## src/rtl/sm_pkg.sv

```systemverilog
// Shared types for the sequential-multiplier issue controller.
package sm_pkg;

    localparam int OP_W   = 16;
    localparam int PROD_W = 32;

    typedef struct packed {
        logic [OP_W-1:0] multiplicand;
        logic [OP_W-1:0] multiplier;
    } sm_op_t;

    typedef enum logic [2:0] {
        ST_IDLE,
        ST_ISSUE,
        ST_WAIT_LO,
        ST_WAIT_HI,
        ST_HOLD
    } sm_state_t;

endpackage

```

## src/rtl/sm_op_fifo.sv

```systemverilog
// Operand-pair FIFO: power-of-two depth, registered occupancy, no push/pop bypass.
module sm_op_fifo
    import sm_pkg::*;
#(
    parameter int DEPTH = 4
)
(
    input  logic   clk,
    input  logic   reset,
    input  logic   push,
    input  sm_op_t push_data,
    input  logic   pop,
    output sm_op_t head,
    output logic   full,
    output logic   empty
);

    localparam int PTR_W = $clog2(DEPTH);
    localparam int CNT_W = PTR_W + 1;
    localparam logic [CNT_W-1:0] FULL_CNT = CNT_W'(DEPTH);

    logic [PTR_W-1:0] wr_ptr;
    logic [PTR_W-1:0] rd_ptr;
    logic [CNT_W-1:0] count;
    sm_op_t           mem [DEPTH];
    logic             do_push;
    logic             do_pop;

    // Full is judged on the registered count, so a pop cannot make room for a same-cycle push.
    assign do_push = push && !full;
    assign do_pop  = pop && !empty;
    assign full    = (count == FULL_CNT);
    assign empty   = (count == '0);
    assign head    = mem[rd_ptr];

    always_ff @(posedge clk or posedge reset) begin
        if (reset) begin
            wr_ptr <= '0;
            rd_ptr <= '0;
            count  <= '0;
            for (int i = 0; i < DEPTH; i++) begin
                mem[i] <= '0;
            end
        end else begin
            if (do_push) begin
                mem[wr_ptr] <= push_data;
                wr_ptr      <= wr_ptr + 1'b1;
            end
            if (do_pop) begin
                rd_ptr <= rd_ptr + 1'b1;
            end
            case ({do_push, do_pop})
                2'b10:   count <= count + 1'b1;
                2'b01:   count <= count - 1'b1;
                default: count <= count;
            endcase
        end
    end

endmodule

```

## src/rtl/sm_issue_ctrl.sv

```systemverilog
// Issue/collect sequencer for the 16x16 sequential multiplier.
// Optional watchdog and sticky err_timeout port: define SM_CTRL_TIMEOUT_EN.
//
// state      | meaning
// -----------+-----------------------------------------------------------
// ST_IDLE    | waiting for a queued operand pair; pops it onto sm_* operands
// ST_ISSUE   | sm_start high for this single cycle
// ST_WAIT_LO | waiting for sm_ready to drop (ignores a stale done)
// ST_WAIT_HI | waiting for sm_ready to rise; captures if result reg is free
// ST_HOLD    | product ready but result reg occupied; capture once it frees
module sm_issue_ctrl
    import sm_pkg::*;
#(
    parameter int FIFO_DEPTH     = 4,
    parameter int TIMEOUT_CYCLES = 64
)
(
    input  logic                clk,
    input  logic                reset,
    input  logic                in_valid,
    output logic                in_ready,
    input  logic [OP_W-1:0]     in_multiplicand,
    input  logic [OP_W-1:0]     in_multiplier,
    output logic                sm_start,
    output logic [OP_W-1:0]     sm_multiplicand,
    output logic [OP_W-1:0]     sm_multiplier,
    input  logic [PROD_W-1:0]   sm_product,
    input  logic                sm_ready,
    output logic                res_valid,
    input  logic                res_ready,
    output logic [PROD_W-1:0]   res_product,
    output logic                busy
`ifdef SM_CTRL_TIMEOUT_EN
    ,
    output logic                err_timeout
`endif
);

    if (FIFO_DEPTH < 2 || (FIFO_DEPTH & (FIFO_DEPTH - 1)) != 0 || TIMEOUT_CYCLES < 2) begin : g_param_err
        $error("sm_issue_ctrl: FIFO_DEPTH must be a power of 2 >= 2 and TIMEOUT_CYCLES >= 2");
    end

    sm_state_t state;
    sm_op_t    fifo_in;
    sm_op_t    fifo_head;
    logic      fifo_full;
    logic      fifo_empty;
    logic      fifo_pop;
    logic      res_free;

    assign fifo_in  = '{multiplicand: in_multiplicand, multiplier: in_multiplier};
    assign in_ready = !fifo_full;
    assign fifo_pop = (state == ST_IDLE) && !fifo_empty;
    assign busy     = (state != ST_IDLE) || !fifo_empty;
    // The result register can take a new product if empty or being drained this cycle.
    assign res_free = !res_valid || res_ready;

    sm_op_fifo #(
        .DEPTH(FIFO_DEPTH)
    ) u_op_fifo (
        .clk       (clk),
        .reset     (reset),
        .push      (in_valid),
        .push_data (fifo_in),
        .pop       (fifo_pop),
        .head      (fifo_head),
        .full      (fifo_full),
        .empty     (fifo_empty)
    );

`ifdef SM_CTRL_TIMEOUT_EN
    localparam int TMR_W = $clog2(TIMEOUT_CYCLES + 1);
    localparam logic [TMR_W-1:0] TMR_LOAD = TMR_W'(TIMEOUT_CYCLES - 1);
    logic [TMR_W-1:0] tmr;
`endif

    always_ff @(posedge clk or posedge reset) begin
        if (reset) begin
            state           <= ST_IDLE;
            sm_start        <= 1'b0;
            sm_multiplicand <= '0;
            sm_multiplier   <= '0;
            res_valid       <= 1'b0;
            res_product     <= '0;
`ifdef SM_CTRL_TIMEOUT_EN
            tmr             <= '0;
            err_timeout     <= 1'b0;
`endif
        end else begin
            sm_start <= 1'b0;
            if (res_valid && res_ready) begin
                res_valid <= 1'b0;
            end
`ifdef SM_CTRL_TIMEOUT_EN
            // Down-counter: expires after TIMEOUT_CYCLES cycles spent in the wait states.
            if ((state == ST_WAIT_LO || state == ST_WAIT_HI) && tmr != '0) begin
                tmr <= tmr - 1'b1;
            end
`endif
            case (state)
                ST_IDLE: begin
                    if (!fifo_empty) begin
                        sm_multiplicand <= fifo_head.multiplicand;
                        sm_multiplier   <= fifo_head.multiplier;
                        sm_start        <= 1'b1;
                        state           <= ST_ISSUE;
`ifdef SM_CTRL_TIMEOUT_EN
                        tmr             <= TMR_LOAD;
`endif
                    end
                end
                ST_ISSUE: begin
                    state <= ST_WAIT_LO;
                end
                ST_WAIT_LO: begin
                    if (!sm_ready) begin
                        state <= ST_WAIT_HI;
                    end
`ifdef SM_CTRL_TIMEOUT_EN
                    else if (tmr == '0) begin
                        err_timeout <= 1'b1;
                        state       <= ST_IDLE;
                    end
`endif
                end
                ST_WAIT_HI: begin
                    if (sm_ready) begin
                        if (res_free) begin
                            res_product <= sm_product;
                            res_valid   <= 1'b1;
                            state       <= ST_IDLE;
                        end else begin
                            state <= ST_HOLD;
                        end
                    end
`ifdef SM_CTRL_TIMEOUT_EN
                    else if (tmr == '0) begin
                        err_timeout <= 1'b1;
                        state       <= ST_IDLE;
                    end
`endif
                end
                ST_HOLD: begin
                    if (res_free) begin
                        res_product <= sm_product;
                        res_valid   <= 1'b1;
                        state       <= ST_IDLE;
                    end
                end
                default: begin
                    state <= ST_IDLE;
                end
            endcase
        end
    end

endmodule

```

## config.mk

```make
export PLATFORM = sky130hd
export DESIGN_NAME = sm_issue_ctrl
export DESIGN_NICKNAME = d
export VERILOG_FILES = /design/src/rtl/sm_pkg.sv /design/src/rtl/sm_op_fifo.sv /design/src/rtl/sm_issue_ctrl.sv
export SDC_FILE = /design/constraint.sdc
export NUM_CORES = 1
export LEC_CHECK = 0
export BUFFER_PORTS_ARGS = -buffer_cell sky130_fd_sc_hd__buf_2
export CORE_MARGIN = 2
export CORE_UTILIZATION = 35
export CTS_BUF_LIST = sky130_fd_sc_hd__clkbuf_4 sky130_fd_sc_hd__clkbuf_8
export DETAILED_ROUTE_END_ITERATION = 7
export GPL_TIMING_DRIVEN = 0
export PLACE_DENSITY = 0.61
export SYNTH_ARGS = -nofsm -noshare
export SYNTH_HDL_FRONTEND = slang
export SYNTH_SLANG_ARGS = --single-unit
```

## constraint.sdc

```tcl
create_clock -name clk -period 5.8 [get_ports clk]
set_input_delay 0.58 -clock clk [delete_from_list [all_inputs] [get_ports clk]]
set_output_delay 0.58 -clock clk [all_outputs]
set_load 0.1 [all_outputs]
```

### Word-level counts from Yosys, hierarchy flattened

Index checks and enable logic that the tools add are counted.

| storage, ports and cells | value |
|---|---|
| memories | 0 |
| bits in latches | 0 |
| output and inout port bits | 68 |
| input port bits | 69 |
| RAM bits | 0 |
| word-level logic and storage cells | 78 |
| bits in read-only memories | 0 |
| flip-flop bits (word level) | 204 |

| cells by class | value |
|---|---|
| bitwise operators | 3 |
| divide/modulo/power cells | 0 |
| shift operators | 0 |
| muxes and demuxes | 22 |
| eq/ne operators | 11 |
| $lt $le $gt $ge | 3 |
| $add $sub $neg | 4 |
| multipliers | 0 |
| reductions and logical operators | 18 |

Operator list:

| kind | count |
|---|---|
| 2-to-1 mux 32 bit | 5 |
| bitwise mux 128 bit | 1 |
| binary-select mux 32 bit (select 2 bit) | 1 |
| demux 32 bit (select 2 bit) | 1 |
| case mux 32 bit (2 select lines) | 1 |
| 2-to-1 mux 3 bit | 5 |
| case mux 3 bit (5 select lines) | 1 |
| != test 2 bit (second input constant) | 4 |
| == test 3 x 2 -> 1 bit (second input constant) | 2 |
| == test 3 bit (second input constant) | 2 |
| greater-or-equal comparator 3 bit (second input constant) | 2 |
| logical NOT 3 bit | 2 |
| inverter 2 -> 3 bit | 2 |
| case mux 3 bit (2 select lines) | 1 |
| logical AND 1 bit | 5 |
| 2-to-1 mux 1 bit | 5 |
| adder 2 x 1 -> 2 bit (second input constant) | 2 |
| AND reduction 2 bit | 2 |
| AND reduction 4 bit | 1 |
| nonzero test 2 bit | 2 |
| adder 3 x 1 -> 3 bit (second input constant) | 1 |
| == test 3 x 1 -> 1 bit (second input constant) | 1 |
| logical NOT 1 bit | 3 |
| less-than comparator 3 x 1 -> 1 bit (second input constant) | 1 |
| 7 further kinds | 8 |

### Logic depth before layout (Yosys ltp)

Gate-level depths: netlist of run 1.

| depth | value |
|---|---|
| word-level depth | 6 |
| mapped depth | 10 |
| depth with buffers taken out | 9 |

### Hierarchy

A second synthesis of run 1 with hierarchy kept.

| second synthesis, totals | value |
|---|---|
| cells, all modules | 506 |
| area, all modules | 8624.5 um^2 |

Modules (own cells, without submodules):

| module | seq. area each (um^2) | times used | area an instance (um^2) | cells each |
|---|---|---|---|---|
| sm_op_fifo | 3378.2 | 1 | 5967.0 | 349 |
| sm_issue_ctrl | 1726.7 | 1 | 2657.5 | 157 |

### Worst setup path after synthesis of run 1

OpenSTA, ideal clock, no wires.

| timing path | value |
|---|---|
| path kind | register to register |
| start | register u_op_fifo.count[0] |
| end | register u_op_fifo.count[2] |
| library setup time | 79 ps |
| cell stages (with the launch flop) | 10 |
| setup slack | 3417 ps |
| buffers on the path | 1 |
| period minus slack after synthesis | 2383 ps |
| required time | 5721 ps |
| arrival time | 2304 ps |
| path through | dfrtp_1 > or3b_1 > buf_2 > nand2_1 > ha_1 > inv_1 > fa_1 > xor2_1 > nor2_1 > xor2_1 |

| on the way | value |
|---|---|
| elaborated cells on any way between the ends | 13 |
| those cells by class | 2 x add/sub; 3 x eq/ne; 1 x mux; 7 x reduce/logical |

RTL lines:

| element | line | RTL |
|---|---|---|
| from (decl) | sm_op_fifo.sv:24 | `logic [CNT_W-1:0] count;` |
| from (signal assigned) | sm_op_fifo.sv:53 | `2'b10: count <= count + 1'b1;` |
| from (signal assigned) | sm_op_fifo.sv:54 | `2'b01: count <= count - 1'b1;` |
| from (signal assigned) | sm_op_fifo.sv:55 | `default: count <= count;` |
| == test 3 bit * | sm_op_fifo.sv:32 | `assign full = (count == FULL_CNT);` |
| logical NOT 1 bit * | - |  |
| via in_ready | sm_issue_ctrl.sv:21 | `output logic in_ready,` |
| logical AND 1 bit * | sm_op_fifo.sv:30 | `assign do_push = push && !full;` |
| == test 2 x 1 -> 1 bit or == test 2 bit (tied branches) | sm_op_fifo.sv:52 | `case ({do_push, do_pop})` |
| case mux 3 bit (2 select lines) or nonzero test 2 bit (tied branches) | - |  |

The timed path passes the listed nets; every way through them passes the cells marked *.
A chain may end at the register's enable or synchronous reset.

### Worst setup path after layout of run 1

| timing path | value |
|---|---|
| start | register state[1] |
| end | register u_op_fifo.count[2] |

| on the way | value |
|---|---|
| cells in the longest elaborated chain, start to end | 5 |
| elaborated cells on any way between the ends | 7 |
| those cells by class | 2 x eq/ne; 1 x mux; 4 x reduce/logical |

Ends and longest elaborated chain:

| element | line | RTL |
|---|---|---|
| from (decl) | sm_issue_ctrl.sv:43 | `sm_state_t state;` |
| from (signal assigned) | sm_issue_ctrl.sv:79 | `state <= ST_IDLE;` |
| from (signal assigned) | sm_issue_ctrl.sv:106 | `state <= ST_ISSUE;` |
| from (signal assigned) | sm_issue_ctrl.sv:113 | `state <= ST_WAIT_LO;` |
| logical NOT 3 bit * | sm_issue_ctrl.sv:53 | `assign fifo_pop = (state == ST_IDLE) && !fifo_empty;` |
| logical AND 1 bit * | sm_issue_ctrl.sv:53 |  |
| via fifo_pop | sm_issue_ctrl.sv:48 | `logic fifo_pop;` |
| logical AND 1 bit * | sm_op_fifo.sv:31 | `assign do_pop = pop && !empty;` |
| == test 2 x 1 -> 1 bit or == test 2 bit (tied branches) | sm_op_fifo.sv:52 |  |
| case mux 3 bit (2 select lines) or nonzero test 2 bit (tied branches) | - |  |

Marks and branches as above.

==> results of run 1 <==
[worst register-to-register path, cell delays in order, from the launching register on]
cell and delay [ns]:
sky130_fd_sc_hd__dfrtp_1 0.42, sky130_fd_sc_hd__nor3_1 0.43, sky130_fd_sc_hd__nand2_2 0.25, sky130_fd_sc_hd__buf_4 0.27, sky130_fd_sc_hd__inv_1 0.10, sky130_fd_sc_hd__ha_1 0.18, sky130_fd_sc_hd__inv_1 0.06, sky130_fd_sc_hd__fa_1 0.37
sky130_fd_sc_hd__xor2_1 0.15, sky130_fd_sc_hd__nor2_1 0.11, sky130_fd_sc_hd__xor2_1 0.18
[per-stage QoR]
stage                     instances  util [%]  area (um^2)  setup slack (ns)
final                          1027      43.4        10500              3.20
after global routing           1027      43.4        10500              2.95
after CTS                      1025      43.4        10500              3.15
after detailed placement        966      40.4         9800              3.18
after global placement          961      40.0         9700              1.59
after floorplan                 501         -         8620              2.58
[registers in the layout (all words and copies together), names as in the netlist, 2 cells and up]
signal            flops
res_product          32
sm_multiplicand      16
sm_multiplier        16
state                 3
u_op_fifo.count       3
u_op_fifo.mem       128
u_op_fifo.rd_ptr      2
u_op_fifo.wr_ptr      2
[area by class of cell]
cell class | instances | area, um^2 | area share, %
clock inverters | 3 | 42.5 | 0.404
well taps | 324 | 405 | 3.85
diodes | 2 | 5.00 | 0.0475
clock buffers | 56 | 683 | 6.48
flip-flops and latches | 204 | 5100 | 48.5
repair buffers | 141 | 781 | 7.41
multi-input cells | 263 | 3240 | 30.8
inverters | 7 | 30.0 | 0.285
plain buffers | 27 | 239 | 2.27
[path summary, 6_finish.rpt]
check                      slack (ns)                              to  cells past startpoint                           from
min                              0.17   u_op_fifo.mem[65]$_DFFE_PP0P_                      2                          reset
min reg2reg                      0.50   u_op_fifo.mem[60]$_DFFE_PP0P_                      1  u_op_fifo.mem[60]$_DFFE_PP0P_
max reg2reg                      3.20  u_op_fifo.count[2]$_DFFE_PP0P_                     10           state[1]$_DFFE_PP0P_
max in group asynchronous        4.52  u_op_fifo.mem[107]$_DFFE_PP0P_                      5                          reset
max                              3.20  u_op_fifo.count[2]$_DFFE_PP0P_                     10           state[1]$_DFFE_PP0P_
min in group clk                 0.30     res_product[16]$_DFFE_PP0P_                      2                 sm_product[16]
[logic make-up after synthesis]
logic type / count (synthesis) / synth area share [%]
DFF: 204 / 59.3
adders and majority gates: 6 / 0.959
buffers and inverters: 34 / 3.08
AOI/OAI and AO/OA: 2 / 0.276
xor gates and xnor gates: 6 / 0.610
and+or+nand+nor: 23 / 2.11
muxes: 226 / 33.7
[cells in the mapped netlist (all sizes together) (2+ instances only)]
library cell    n  area [um^2]
or3b            2         17.5
xor2            2         17.5
xnor2           4         35.0
mux2          193         2170
nand2           3         13.8
buf            23          224
ha              5         62.6
nand3           5         75.1
clkbuf          4         15.0
dfrtp         204         5100
mux4           32          721
nor3            2         10.0
nor2            4         15.0
inv             7         26.3
[per-layer routing]
metal	global-route usage (%)	up-vias	share of wire, %
met2	25.8	125	52
met5	0	-	0
met3	4.11	37	5.2
met4	5.64	0	2.3
met1	17.6	2637	41
li1	-	2180	-
==> out/summary.txt, run 1 <==
result of the run - finished, final reports clean
most frequent cells in the layout - 204 x sky130_fd_sc_hd__dfrtp_1, 185 x sky130_fd_sc_hd__mux2_2, 138 x sky130_fd_sc_hd__buf_2, 42 x sky130_fd_sc_hd__clkbuf_8, 32 x sky130_fd_sc_hd__mux4_2
vias in the first global route - 5,619
clock-pin slew on the worst setup and hold paths - 0.05 ns
final RePlAce weighted congestion - 0.742
routed via count divided by cell count - 4.85
number of enable-type register cells in the synthesized netlist - 0
Final setup violation count - 0
maximum level of the CTS H-tree - 2
final-layout setup total negative slack - 0 ns
GR Util All Layers - 14.9%
area growth from synthesis to final layout - 22.3%
antenna violations before repair - 2
count of unresolved DRC violations after routing - 0
delay contributed by the slowest stage of the critical path - 0.43 ns
number of buffers on the longest clock path - 3
Top FF cell, synth - sky130_fd_sc_hd__dfrtp_1
Synth Area per Inst - 17.2 um^2
period utilisation layout - 44.9%
sequential-to-total area share from yosys stat - 59.3%
fmax - 384 MHz
cell family contributing the most delay on the critical path - simple AND/OR/NAND/NOR gates
ports placed on the boundary - 137
area of the core region - 24,200 um^2
count of state elements after synthesis - 204
standard cell with the maximum stage delay on the critical path - sky130_fd_sc_hd__nor3_1
starting density of the core - 35.5%
share of cells above drive strength 1 - 64.1%
port buffer count - 136
nets - 757
Slew HR - 46.8%
die span in x - 161 um
kind of start point of the critical path - flip-flop
# resized after CTS - 0
setup bufs post-CTS - 0
total number of clock tree sinks - 204
RSZ-0062 raised after global routing - no
Syn. warnings - 0
TritonCTS Buffers - 38
sum of buffers and inverters on the critical path - 3
clock root buffer master - sky130_fd_sc_hd__clkbuf_8
Mapped Nets - 576
max-slew violation total from the final report - 0
worst hold path class - in -> async
Gate Count Post-Synth - 501
HPWL after DPL - 12,900 um
worst endpoint required time - 6.22 ns
detailed router's first-iteration violation count - 183
worst endpoint data arrival time - 3.03 ns
routed wirelength normalized by instance count - 18.2 um
startpoint-to-endpoint class of the critical path - reg -> reg
cells along the critical path - nor3_1, nand2_2, buf_4, inv_1, ha_1, inv_1, fa_1, xor2_1, nor2_1, xor2_1
crit path max fanout - 10
site row count - 57
Hold Buf Count CTS - 0
number of nets with antenna violations after detailed routing - 0
max-cap violation count - 0
first-pass GRT wire length - 30,100 um
final-layout fill cell count - 2,233
endpoint class of the critical path - flip-flop
final-layout worst hold slack - 0.169 ns
minimum clock period - 2.60 ns
total global routing overflow - 0
Worst Max-Slew Pin Slew - 0.798 ns
Chip Height - 161 um
Via Count - 4,979
clock tree from TritonCTS - built
number of detailed-route iterations in the first pass - 4
share of flip-flops with an asynchronous set or reset after synthesis - 100%
most common library cell in the layout ignoring fill and taps - sky130_fd_sc_hd__dfrtp_1
Netlist Area Pre-Place - 8610 um^2
clock latency on the worst-skew pair - 0.52 ns
distinct cell type count after synthesis - 30
clock tree skew after final layout - 0.0213 ns
routed wire length - 18,700 um
pin count of the biggest net entering global routing - 42
overall die area - 25,900 um^2
Fin. Hold Viols - 0
Power of run 1 is left out: the tool's default activity adds up to more than one toggle a clock period on the data nets, which glitch-free logic cannot reach.
==> run 2, diff against run 1 <==
--- a/config.mk
+++ b/config.mk
@@ -11,7 +11,7 @@
 export CTS_BUF_LIST = sky130_fd_sc_hd__clkbuf_4 sky130_fd_sc_hd__clkbuf_8
 export DETAILED_ROUTE_END_ITERATION = 7
 export GPL_TIMING_DRIVEN = 0
-export PLACE_DENSITY = 0.61
+export PLACE_DENSITY = 0.59
 export SYNTH_ARGS = -nofsm -noshare
 export SYNTH_HDL_FRONTEND = slang
 export SYNTH_SLANG_ARGS = --single-unit
==> constraint.sdc (replaced) <==
create_clock -name clk -period 2.5 [get_ports clk]
set_input_delay 0.25 -clock clk [delete_from_list [all_inputs] [get_ports clk]]
set_output_delay 0.25 -clock clk [all_outputs]
set_load 0.1 [all_outputs]
==> run 2 against run 1 <==
Against the previous run: register-to-register slack worse by 3.0 ns; global-route usage is 0.43 points higher; flip-flop and latch count stayed put; worst hold slack worse by 0.14 ns; non-clock buffer count is 65 higher; critical path type unchanged; cell area is 6.5% higher; critical path depth is 1 lower; first-iteration DRC count is 14% lower; core utilization is 2.8 points higher; largest cell class unchanged.
==> out/summary.txt, run 2 (synthesis results as in run 1) <==
Via Count - 5,170 (+3.8%)
antenna cell count - 0 (-2)
clock root buffer master - sky130_fd_sc_hd__clkbuf_8
final-layout fill cell count - 2,160 (-3.3%)
register ranked first by flip-flop count - u_op_fifo.mem
Slew HR - 46.9% (+0.15 points)
clock tree from TritonCTS - built
final RePlAce weighted congestion - 0.726 (-2.2%)
area growth from synthesis to final layout - 30.3%
HPWL after DPL - 12,700 um (-1.7%)
starting density of the core - 35.5% (unchanged)
period utilisation layout - 94.1% (+49 points)
TritonCTS Buffers - 36 (-5.3%)
pin count of the biggest net entering global routing - 45 (+7.1%)
most frequent cells in the layout - 204 x sky130_fd_sc_hd__dfrtp_1, 185 x sky130_fd_sc_hd__mux2_2, 138 x sky130_fd_sc_hd__buf_2, 64 x sky130_fd_sc_hd__dlygate4sd3_1, 47 x sky130_fd_sc_hd__clkbuf_8
vias in the first global route - 5,821 (+3.6%)
crit path max fanout - 6 (-4)
Fin. Hold Viols - 0 (unchanged)
maximum level of the CTS H-tree - 2 (unchanged)
standard cell with the maximum stage delay on the critical path - sky130_fd_sc_hd__dfrtp_1
max-cap violation count - 0 (unchanged)
Final setup violation count - 0 (unchanged)
endpoint class of the critical path - flip-flop
worst endpoint data arrival time - 2.79 ns (-0.24 ns)
worst endpoint required time - 2.94 ns (-3.28 ns)
clock-pin slew on the worst setup and hold paths - 0.06 ns (about the same)
final-layout setup total negative slack - 0 ns (unchanged)
nets - 820 (+8.3%)
port buffer count - 136 (unchanged)
GR Util All Layers - 15.3% (+0.43 points)
number of buffers on the longest clock path - 3 (unchanged)
number of detailed-route iterations in the first pass - 5 (+1)
clock latency on the worst-skew pair - 0.53 ns (about the same)
kind of start point of the critical path - flip-flop
area of the core region - 24,200 um^2 (unchanged)
first-pass GRT wire length - 30,900 um (+2.9%)
routed via count divided by cell count - 4.73 (-2.4%)
site row count - 57 (unchanged)
die span in x - 161 um (unchanged)
number of nets with antenna violations after detailed routing - 0 (unchanged)
total number of clock tree sinks - 204 (unchanged)
antenna violations before repair - 0 (-2)
RSZ-0062 raised after global routing - no
most common library cell in the layout ignoring fill and taps - sky130_fd_sc_hd__dfrtp_1
most frequent CP cell - sky130_fd_sc_hd__xor2_1
routed wire length - 19,100 um (+2.0%)
max FFs per register - 128 (unchanged)
Worst Max-Slew Pin Slew - 0.796 ns (-0.00221 ns)
Chip Height - 161 um (unchanged)
worst hold path class - in -> reg
Design Area, Final - 11,200 um^2 (+6.5%)
final-layout worst hold slack - 0.0274 ns (-0.141 ns)
routed wirelength normalized by instance count - 17.4 um (-4.2%)
Placement Cell Area - 9800 um^2 (unchanged)
overall die area - 25,900 um^2 (unchanged)
minimum clock period - 2.35 ns (-0.251 ns)
share of cells above drive strength 1 - 59.0% (-5.0 points)
count of unresolved DRC violations after routing - 0 (unchanged)
total global routing overflow - 0 (unchanged)
result of the run - finished, final reports clean
detailed router's first-iteration violation count - 157 (-14%)
ports placed on the boundary - 137 (unchanged)
startpoint-to-endpoint class of the critical path - reg -> reg
fmax - 425 MHz (+11%)
biggest registers after layout - u_op_fifo.mem (128), res_product (32)
delay contributed by the slowest stage of the critical path - 0.41 ns (-0.02 ns)
cells along the critical path - or3b_1, buf_2, nand2_1, ha_1, inv_1, fa_1, xor2_1, nor2_1, xor2_1
clock tree skew after final layout - 0.0233 ns (+0.00196 ns)
max-slew violation total from the final report - 0 (unchanged)
-- run 2: cell types whose count changed in the layout (fill, tap and decap cells not counted), moves of 2 or more --
cell                            previous run  this run
sky130_fd_sc_hd__clkbuf_4                 14        11
sky130_fd_sc_hd__diode_2                   2         0
sky130_fd_sc_hd__dlygate4sd3_1             0        64
sky130_fd_sc_hd__clkbuf_8                 42        47
-- run 2: final cells by class --
cell class	count	area [um^2]	area share, %
sequential	204	5100	45.5
multi-input combinational	263	3260	29.1
timing repair buffer	207	1440	12.8
clock buffer	58	729	6.50
tap	324	405	3.61
buffer	26	231	2.06
inverter	7	30.0	0.268
clock inverter	4	25.0	0.223
-- run 2: stage by stage --
step,std cells,utilization (%),worst slack [ns]
after CTS,1092,46.2,0.00705
final,1093,46.3,0.148
after detailed placement,966,40.4,-0.123
after global placement,961,40.0,-1.37
after global routing,1093,46.3,0.0259
after floorplan,501,-,-0.394
-- run 2: worst paths after layout --
path	slack, ns	cells past startpoint	endpoint	start
max	0.15	9	u_op_fifo.count[2]$_DFFE_PP0P_	u_op_fifo.count[0]$_DFFE_PP0P_
min reg2reg	0.49	1	u_op_fifo.count[2]$_DFFE_PP0P_	u_op_fifo.count[2]$_DFFE_PP0P_
max reg2reg	0.15	9	u_op_fifo.count[2]$_DFFE_PP0P_	u_op_fifo.count[0]$_DFFE_PP0P_
min	0.03	2	u_op_fifo.mem[17]$_DFFE_PP0P_	in_multiplicand[1]
max in group asynchronous	0.98	6	u_op_fifo.mem[84]$_DFFE_PP0P_	reset
min in group asynchronous	0.41	3	res_product[13]$_DFFE_PP0P_	reset
-- run 2: critical path: cells and delay by family, from the launching register on --
| family | cells | cell delay (ns) |
|---|---|---|
| simple gates | 3 | 0.67 |
| xor+xnor | 2 | 0.30 |
| flops | 1 | 0.41 |
| buf+inv | 2 | 0.27 |
| fa+ha+maj | 2 | 0.61 |
-- run 2: metal layers --
layer | GRT usage [%] | vias to the layer above | part of all wire, % | wire (um)
met2 | 26.3 | 138 | 50 | 9570
met5 | 0 | - | 0 | 0
li1 | - | 2331 | - | -
met4 | 5.84 | 0 | 2.4 | 465
met3 | 3.10 | 41 | 5.2 | 999
met1 | 19.1 | 2660 | 42 | 8010
-- run 2: timing repair --
action | 4_1_cts | 5_1_grt
pin swaps | 0 | 1
gates resized for setup | 1 | 2
hold endpoints to repair | 169 | 0
cloned | 0 | 0
setup buffers | 0 | 2
setup endpoints to repair | 1 | 2
hold buffers | 64 | 0
Power of run 2 is left out for the same reason.
